$ cat src/rtl/if_fetch_queue.sv
// ---------------------------------------------------------------------------
// if_fetch_queue
// Instruction fetch front end. It issues sequential fetches to a one-cycle
// latency instruction memory and buffers the returned words in a small
// circular queue that feeds decode. A fetch is issued only when the queue
// still has room for it, so every response is guaranteed a free slot.
//
// Ports
//   clk, rst       clock, asynchronous active-high reset
//   im_addr        fetch address to instruction memory (valid while im_rd_en)
//   im_rd_en       fetch request; data returns on im_instr one cycle later
//   im_instr       instruction word for the previous cycle's request
//   redirect       taken jump/branch: flush queue and refetch
//   redirect_addr  new fetch address, sampled while redirect=1
//   hlt            level; inhibits new fetch requests
//   id_valid       head entry valid toward decode
//   id_ready       decode accepts head entry
//   id_instr       head instruction word
//   id_pc          address of head instruction
//   count          number of occupied queue entries
// ---------------------------------------------------------------------------
module if_fetch_queue #(
   parameter int unsigned DEPTH    = 4,
   parameter logic [15:0] RESET_PC = 16'h0000
) (
   input  logic                   clk,
   input  logic                   rst,
   output logic [15:0]            im_addr,
   output logic                   im_rd_en,
   input  logic [15:0]            im_instr,
   input  logic                   redirect,
   input  logic [15:0]            redirect_addr,
   input  logic                   hlt,
   output logic                   id_valid,
   input  logic                   id_ready,
   output logic [15:0]            id_instr,
   output logic [15:0]            id_pc,
   output logic [$clog2(DEPTH):0] count
);

   localparam int unsigned PW  = $clog2(DEPTH);
   localparam int unsigned CW  = PW + 1;
   localparam int unsigned CRW = CW + 1;

   typedef struct packed {
      logic [15:0] instr;
      logic [15:0] pc;
   } entry_t;

   logic [15:0]   fetch_pc;
   logic          inflight;
   logic [15:0]   pending_pc;
   entry_t        fifo [DEPTH];
   logic [PW-1:0] rd_ptr;
   logic [PW-1:0] wr_ptr;
   logic [CW-1:0] count_q;

   logic [CRW-1:0] credit_used;
   logic           issue;
   logic           push;
   logic           pop;

   // Occupied slots plus the one reserved by an outstanding request.
   assign credit_used = {1'b0, count_q} + CRW'(inflight);

   assign issue = !rst && !redirect && !hlt && (credit_used < CRW'(DEPTH));
   assign push  = inflight && !redirect;
   assign pop   = id_valid && id_ready && !redirect;

   assign im_rd_en = issue;
   assign im_addr  = fetch_pc;

   assign id_valid = (count_q != '0);
   assign id_instr = fifo[rd_ptr].instr;
   assign id_pc    = fifo[rd_ptr].pc;
   assign count    = count_q;

   // Fetch PC, in-flight tracking, queue storage, pointers and occupancy.
   always_ff @(posedge clk or posedge rst) begin
      if (rst) begin
         fetch_pc   <= RESET_PC;
         inflight   <= 1'b0;
         pending_pc <= '0;
         rd_ptr     <= '0;
         wr_ptr     <= '0;
         count_q    <= '0;
         for (int unsigned i = 0; i < DEPTH; i++) begin
            fifo[i] <= '0;
         end
      end else if (redirect) begin
         // Flush wins over any response or pop in the same cycle.
         fetch_pc <= redirect_addr;
         inflight <= 1'b0;
         rd_ptr   <= '0;
         wr_ptr   <= '0;
         count_q  <= '0;
      end else begin
         if (issue) begin
            fetch_pc   <= fetch_pc + 16'd1;
            inflight   <= 1'b1;
            pending_pc <= fetch_pc;
         end else begin
            inflight <= 1'b0;
         end

         if (push) begin
            fifo[wr_ptr] <= '{instr: im_instr, pc: pending_pc};
            wr_ptr       <= wr_ptr + PW'(1);
         end

         if (pop) begin
            rd_ptr <= rd_ptr + PW'(1);
         end

         case ({push, pop})
            2'b10:   count_q <= count_q + CW'(1);
            2'b01:   count_q <= count_q - CW'(1);
            default: count_q <= count_q;
         endcase
      end
   end

endmodule

$ cat config.mk
export PLATFORM = sky130hd
export DESIGN_NAME = if_fetch_queue
export DESIGN_NICKNAME = d
export VERILOG_FILES = /design/src/rtl/if_fetch_queue.sv
export SDC_FILE = /design/constraint.sdc
export NUM_CORES = 1
export LEC_CHECK = 0
export BUFFER_PORTS_ARGS = -buffer_cell sky130_fd_sc_hd__buf_2
export CELL_PAD_IN_SITES_DETAIL_PLACEMENT = 1
export CELL_PAD_IN_SITES_GLOBAL_PLACEMENT = 1
export CORE_ASPECT_RATIO = 0.9
export CORE_UTILIZATION = 45
export CTS_CLUSTER_SIZE = 20
export DETAILED_ROUTE_END_ITERATION = 10
export PLACE_DENSITY_LB_ADDON = 0.08
export SLEW_MARGIN = 20
export SYNTH_ARGS = -nofsm -noshare
export SYNTH_HDL_FRONTEND = slang
export SYNTH_SLANG_ARGS = --single-unit
export TNS_END_PERCENT = 20
$ cat constraint.sdc
create_clock -name clk -period 5.9 [get_ports clk]
set_clock_uncertainty 0.15 [all_clocks]
set_input_delay 0.295 -clock clk [delete_from_list [all_inputs] [get_ports clk]]
set_output_delay 0.295 -clock clk [all_outputs]
set_load 0.03 [all_outputs]
# Yosys cells after proc, flatten, opt, wreduce, memory -nomap -nowiden
# Index checks and enable logic that the tools add are counted.
[classes] addsub=6 order_cmp=4 n_eq_ne=2 mux=16 bitwise=3 n_reduce_logical=17
[op_table] op="$bwmux W128" count=1
[op_table] op="$mux W32" count=3
[op_table] op="$bmux W32 S2" count=1
[op_table] op="$demux W32 S2" count=1
[op_table] op="$mux W16" count=2
[op_table] op="$add A16 B1 Y16 const B" count=1
[op_table] op="$mux W2" count=4
[op_table] op="$logic_and A1 B1 Y1" count=7
[op_table] op="$ge A3 B3 Y1 const B" count=2
[op_table] op="$not A2 Y3" count=2
[op_table] op="$pmux W3 S2" count=1
[op_table] op="$reduce_bool A2 Y1" count=3
[op_table] op="$reduce_bool A3 Y1" count=2
[op_table] op="$add A2 B1 Y2 const B" count=2
[op_table] op="$add A3 B1 Y4" count=1
[op_table] op="$lt A4 B3 Y1 const B" count=1
[op_table] op="$reduce_and A2 Y1" count=2
[op_table] op="$add A3 B1 Y3 const B" count=1
[op_table] op="$logic_not A1 Y1" count=3
[op_table] op="$lt A3 B1 Y1 const B" count=1
[op_table] op="$mux W3" count=1
[op_table] op="$sub A3 B1 Y3 const B" count=1
[op_table] op="$eq A2 B1 Y1 const B" count=1
[op_table] op="$eq A2 B2 Y1 const B" count=1
[op_table] op="2 further kinds" count=3
[word_totals] ff_bits=168 in_bits=37 wordCells=62

# Longest topological paths before layout
[logic_depth] word_depth=6 ltp_mapped=8 depth_no_buf=7

# Worst setup path before layout
# Ideal clock, no wire load.
[synth_path] path_kind="flip-flop to flip-flop" start="register count_q[0], in the netlist count[0]" end="register count_q[2], in the netlist count[2]" setup_ps=132 arrival_ps=2105 t_required_ps=5618 setup_slack_ps=3514 path_stages_with_launch=8 n_path_buf=0 synth_period_minus_slack_ps=2386 cell_sequence="dfrtp_1 -> o31a_1 -> nor3b_1 -> fa_1 -> or2_2 -> mux2i_1 -> xnor2_1 -> nor2_1"
[synth_via] elab_chain_cells=6 word_cells_on_any_way=10
[synth_rtl] item="start, declared" line="56" rtl="logic [CW-1:0] count_q;"
[synth_rtl] item="start signal, assigned" line="116" rtl="2'b10: count_q <= count_q + CW'(1);"
[synth_rtl] item="start signal, assigned" line="117" rtl="2'b01: count_q <= count_q - CW'(1);"
[synth_rtl] item="start signal, assigned" line="118" rtl="default: count_q <= count_q;"
[synth_rtl] item="$reduce_bool A3 Y1" line="73" rtl="assign id_valid = (count_q != '0);"
[synth_rtl] item="$logic_and A1 B1 Y1 (2 in a row)" line="68" rtl="assign pop = id_valid && id_ready && !redirect;"
[synth_rtl] item="$eq A2 B1 Y1 or $eq A2 B2 Y1 (tied branches)" line="115" rtl="case ({push, pop})"
[synth_rtl] item="$pmux W3 S2" line="115"
[synth_rtl] item="$mux W3" line="90" rtl="end else if (redirect) begin"
# Several ways; a longest one is shown, not always the timed one.
# A chain may end at the register's enable or synchronous reset.

# Worst setup path in the final report
[layout_path] start="input rst" end="output im_rd_en"
[layout_via] elab_chain_cells=4
[layout_rtl] item="start, declared" line="27" rtl="input logic rst,"
[layout_rtl] item="$logic_not A1 Y1 (no line)"
[layout_rtl] item="$logic_and A1 B1 Y1 (3 in a row)" line="66" rtl="assign issue = !rst && !redirect && !hlt && (credit_used < CRW'(DEPTH));"
[layout_rtl] item="end, declared" line="29" rtl="output logic im_rd_en,"
# No other way between the ends.

==> flow_summary.toml <==
[worst_setup_path]
critPathCaptureType = "output port"
cp_data_arrival_time_ns = 2.91
reg2reg_depth = 5
startpoint = "rst"
endpoint = "im_rd_en"
cp.required_ns = 5.45
rrSetupSlack_ns = 3.20
start_kind = "input port"
r2r_end = "im_addr[7]"
crit_type = "input port to output port"
timing.rr.start = "inflight"
cp_max_fo = 29

[floorplan]
initial_core_util = 0.462
dieHeight_um = 125
fp.dieArea_um2 = 17200
row_count = 44
die_w_um = 138
core-area_um2 = 16200
io_pins = 90

[grt]
grt_pass1_vias = 5293
grt_use_total = 0.219
grt_max_degree = 116
antenna_found_initial = 0
overflow = 0
grt_pass1_wl_um = 29000

[finish]
final_core_util = 0.556
layout-drive-gt1-share = 0.441
design_area_um2 = 9040
layout.nets = 687
antenna_cells = 0
areaGrowthSynthToFinish_pct = 20.3

[clock_network]
h-tree-depth = 4
cts_tree = "built"
cts-resized-gates = 0
clock-sinks = 168
clkTransAtPathRegs_ns = 0.06
cts_hold_buf = 31
clock_latency_ns = 0.42
cts_buffer_depth = 2
root_buffer = "clkbuf_16"
post_cts_buffers = 0
numCtsBuffers = 17

[detailed_routing]
drc_errors = 8
routedWlPerCell_um = 19.7
wl_um = 17000
via_per_inst = 5.49
dr.pass1.iters = 7
drt_iter0_markers = 167
final_antenna_net_count = 0
num_vias = 4745

[logic_synthesis]
synth_top_cell_by_area = "dfrtp_1"
netlist_instances = 527
synth_area_leaders = "dfrtp_1 (56%), mux2_2 (19%), mux4_2 (9.6%)"
yosys_warnings = 0
ys_types = 42
synth-main-ff-cell = "dfrtp_1"
synth-seq-area-share = 0.560
ys_top_cells_by_count = "dfrtp_1 (168), mux2_2 (128), nand2_1 (60)"
syn_avg_cell_area_um2 = 14.3
synth_top_area_frac = 0.560
syn_area_um2 = 7510
async_reset_ff_frac = 1.00
synth-seq-cells = 168
synth_edf_count = 0
synth_most_common_cell = "dfrtp_1"
synth_fp_nets = 570

[place]
place.gp.congestion = 0.769
place_area_um2 = 8130
io_buffers = 89
dpl.hpwl_um = 10600
place_ws_ns = 2.81

[sta]
grt_setup_unrepaired = "false"
setup_slack_ns = 2.54
setup_viol = 0
slew_headroom = 0.366
period_needed_ns = 3.36
fin_crit_sh = 0.569
tns_ns = 0
fmax_ghz = 0.298
worst_pin_slew_ns = 0.951
hold_viol_final = 0
maxSlewViolCount = 0

[pwr]
leakage_nw = 4.40
ir_drop_uv = 239
p_per_area_nw_per_um2 = 428
power_mw = 3.87

[outcome]
status = "finished, violations left"
violations = "design-rule violations"

[worst_hold_path]
hold_path_class = "input port to flop"

[run]
drv_cap = 0
through the flow:
step	hold WS, ns	instances
2_1_floorplan	0.265	527
3_3_place_gp	0.332	800
3_5_place_dp	0.338	800
4_1_cts	0.0258	863
5_1_grt	0.0702	864
6_report	0.0591	864
routing by layer:
layer,track usage,share of wire,vias up
li1,-,-,2164
met1,0.308,0.48,2487
met2,0.343,0.48,89
met3,0.0573,0.031,5
met4,0.0489,0.0054,0
met5,0,0,-
layout by cell type (no fill, tap or decap), types with 2 or more instances in the layout:
| cell type | Yosys | layout |
|---|---|---|
| o31a_1 | 2 | 2 |
| or4_1 | 3 | 3 |
| buf_4 | 0 | 7 |
| nand3b_1 | 2 | 2 |
| nor3b_1 | 3 | 3 |
| clkbuf_1 | 8 | 4 |
| buf_2 | 21 | 89 |
| and3_1 | 2 | 2 |
| clkinv_2 | 0 | 3 |
| mux2i_1 | 4 | 4 |
| xnor2_1 | 4 | 4 |
| nand2_1 | 60 | 60 |
| bufinv_16 | 0 | 2 |
| nand3_1 | 13 | 13 |
| a22oi_1 | 3 | 3 |
| dfrtp_1 | 168 | 167 |
| nor3_1 | 6 | 6 |
| inv_1 | 8 | 7 |
| dlygate4sd3_1 | 0 | 32 |
| nor4_1 | 2 | 2 |
| o21ai_0 | 3 | 3 |
| a221o_1 | 8 | 8 |
| o211ai_1 | 2 | 2 |
| a21o_1 | 5 | 5 |
| o21bai_1 | 2 | 2 |
| nand4_1 | 4 | 4 |
| nor2_1 | 10 | 10 |
| clkbuf_16 | 0 | 17 |
| xor2_1 | 2 | 2 |
| a21oi_1 | 2 | 2 |
| clkbuf_8 | 0 | 4 |
| and4_1 | 2 | 2 |
| mux4_2 | 32 | 32 |
| ha_1 | 5 | 5 |
| mux2_2 | 128 | 128 |
cell type report:
| type | count | area, µm² |
|---|---|---|
| fillers | 1590 | 7200 |
| flip-flops and latches | 168 | 4210 |
| multi-input cells | 321 | 3130 |
| repair buffers | 128 | 818 |
| clock buffers | 25 | 495 |
| well taps | 207 | 259 |
| clock inverters | 7 | 91.3 |
| inverters | 8 | 37.5 |
cell families (layout without fill, tap and decap cells):
group	Yosys count	in the layout	synth area share
adder cells (fa/ha/maj)	6	6	0.0110
multiplexers	164	164	0.293
AO/OA/AOI/OAI	30	30	0.0312
XOR/XNOR	6	6	0.00700
buffers and inverters	38	168	0.0235
flip-flops	168	168	0.560
AND/OR/NAND/NOR	115	115	0.0745
registers in the layout, indices dropped and copies added (netlist names):
register / flops
pending_pc: 16
rd_ptr: 2
wr_ptr: 2
fifo: 128
inflight: 1
im_addr: 16
count: 3
report_power, final:
part / switching (mW) / total (mW) / internal [mW]
Clock: 0.438 / 1.11 / 0.668
Sequential: 0.193 / 1.56 / 1.37
Combinational: 0.683 / 1.20 / 0.516
critical path, cell delays in order:
cell and delay [ns]:
dlygate4sd3_1 0.53, buf_2 0.17, nor4_4 0.41, nand2_2 0.44, inv_1 0.72, buf_2 0.32
worst min-delay path by stage:
stage / startpoint / to / cells past startpoint
after global placement: fifo[48] / fifo[48] / 1
after global routing: redirect_addr[11] / im_addr[11] / 4
after floorplan: redirect_addr[13] / im_addr[13] / 2
final: redirect_addr[11] / im_addr[11] / 4
after detailed placement: fifo[59] / fifo[59] / 1
after CTS: rst / im_addr[2] / 2
Note: power is estimated with default switching activity, not from simulation.
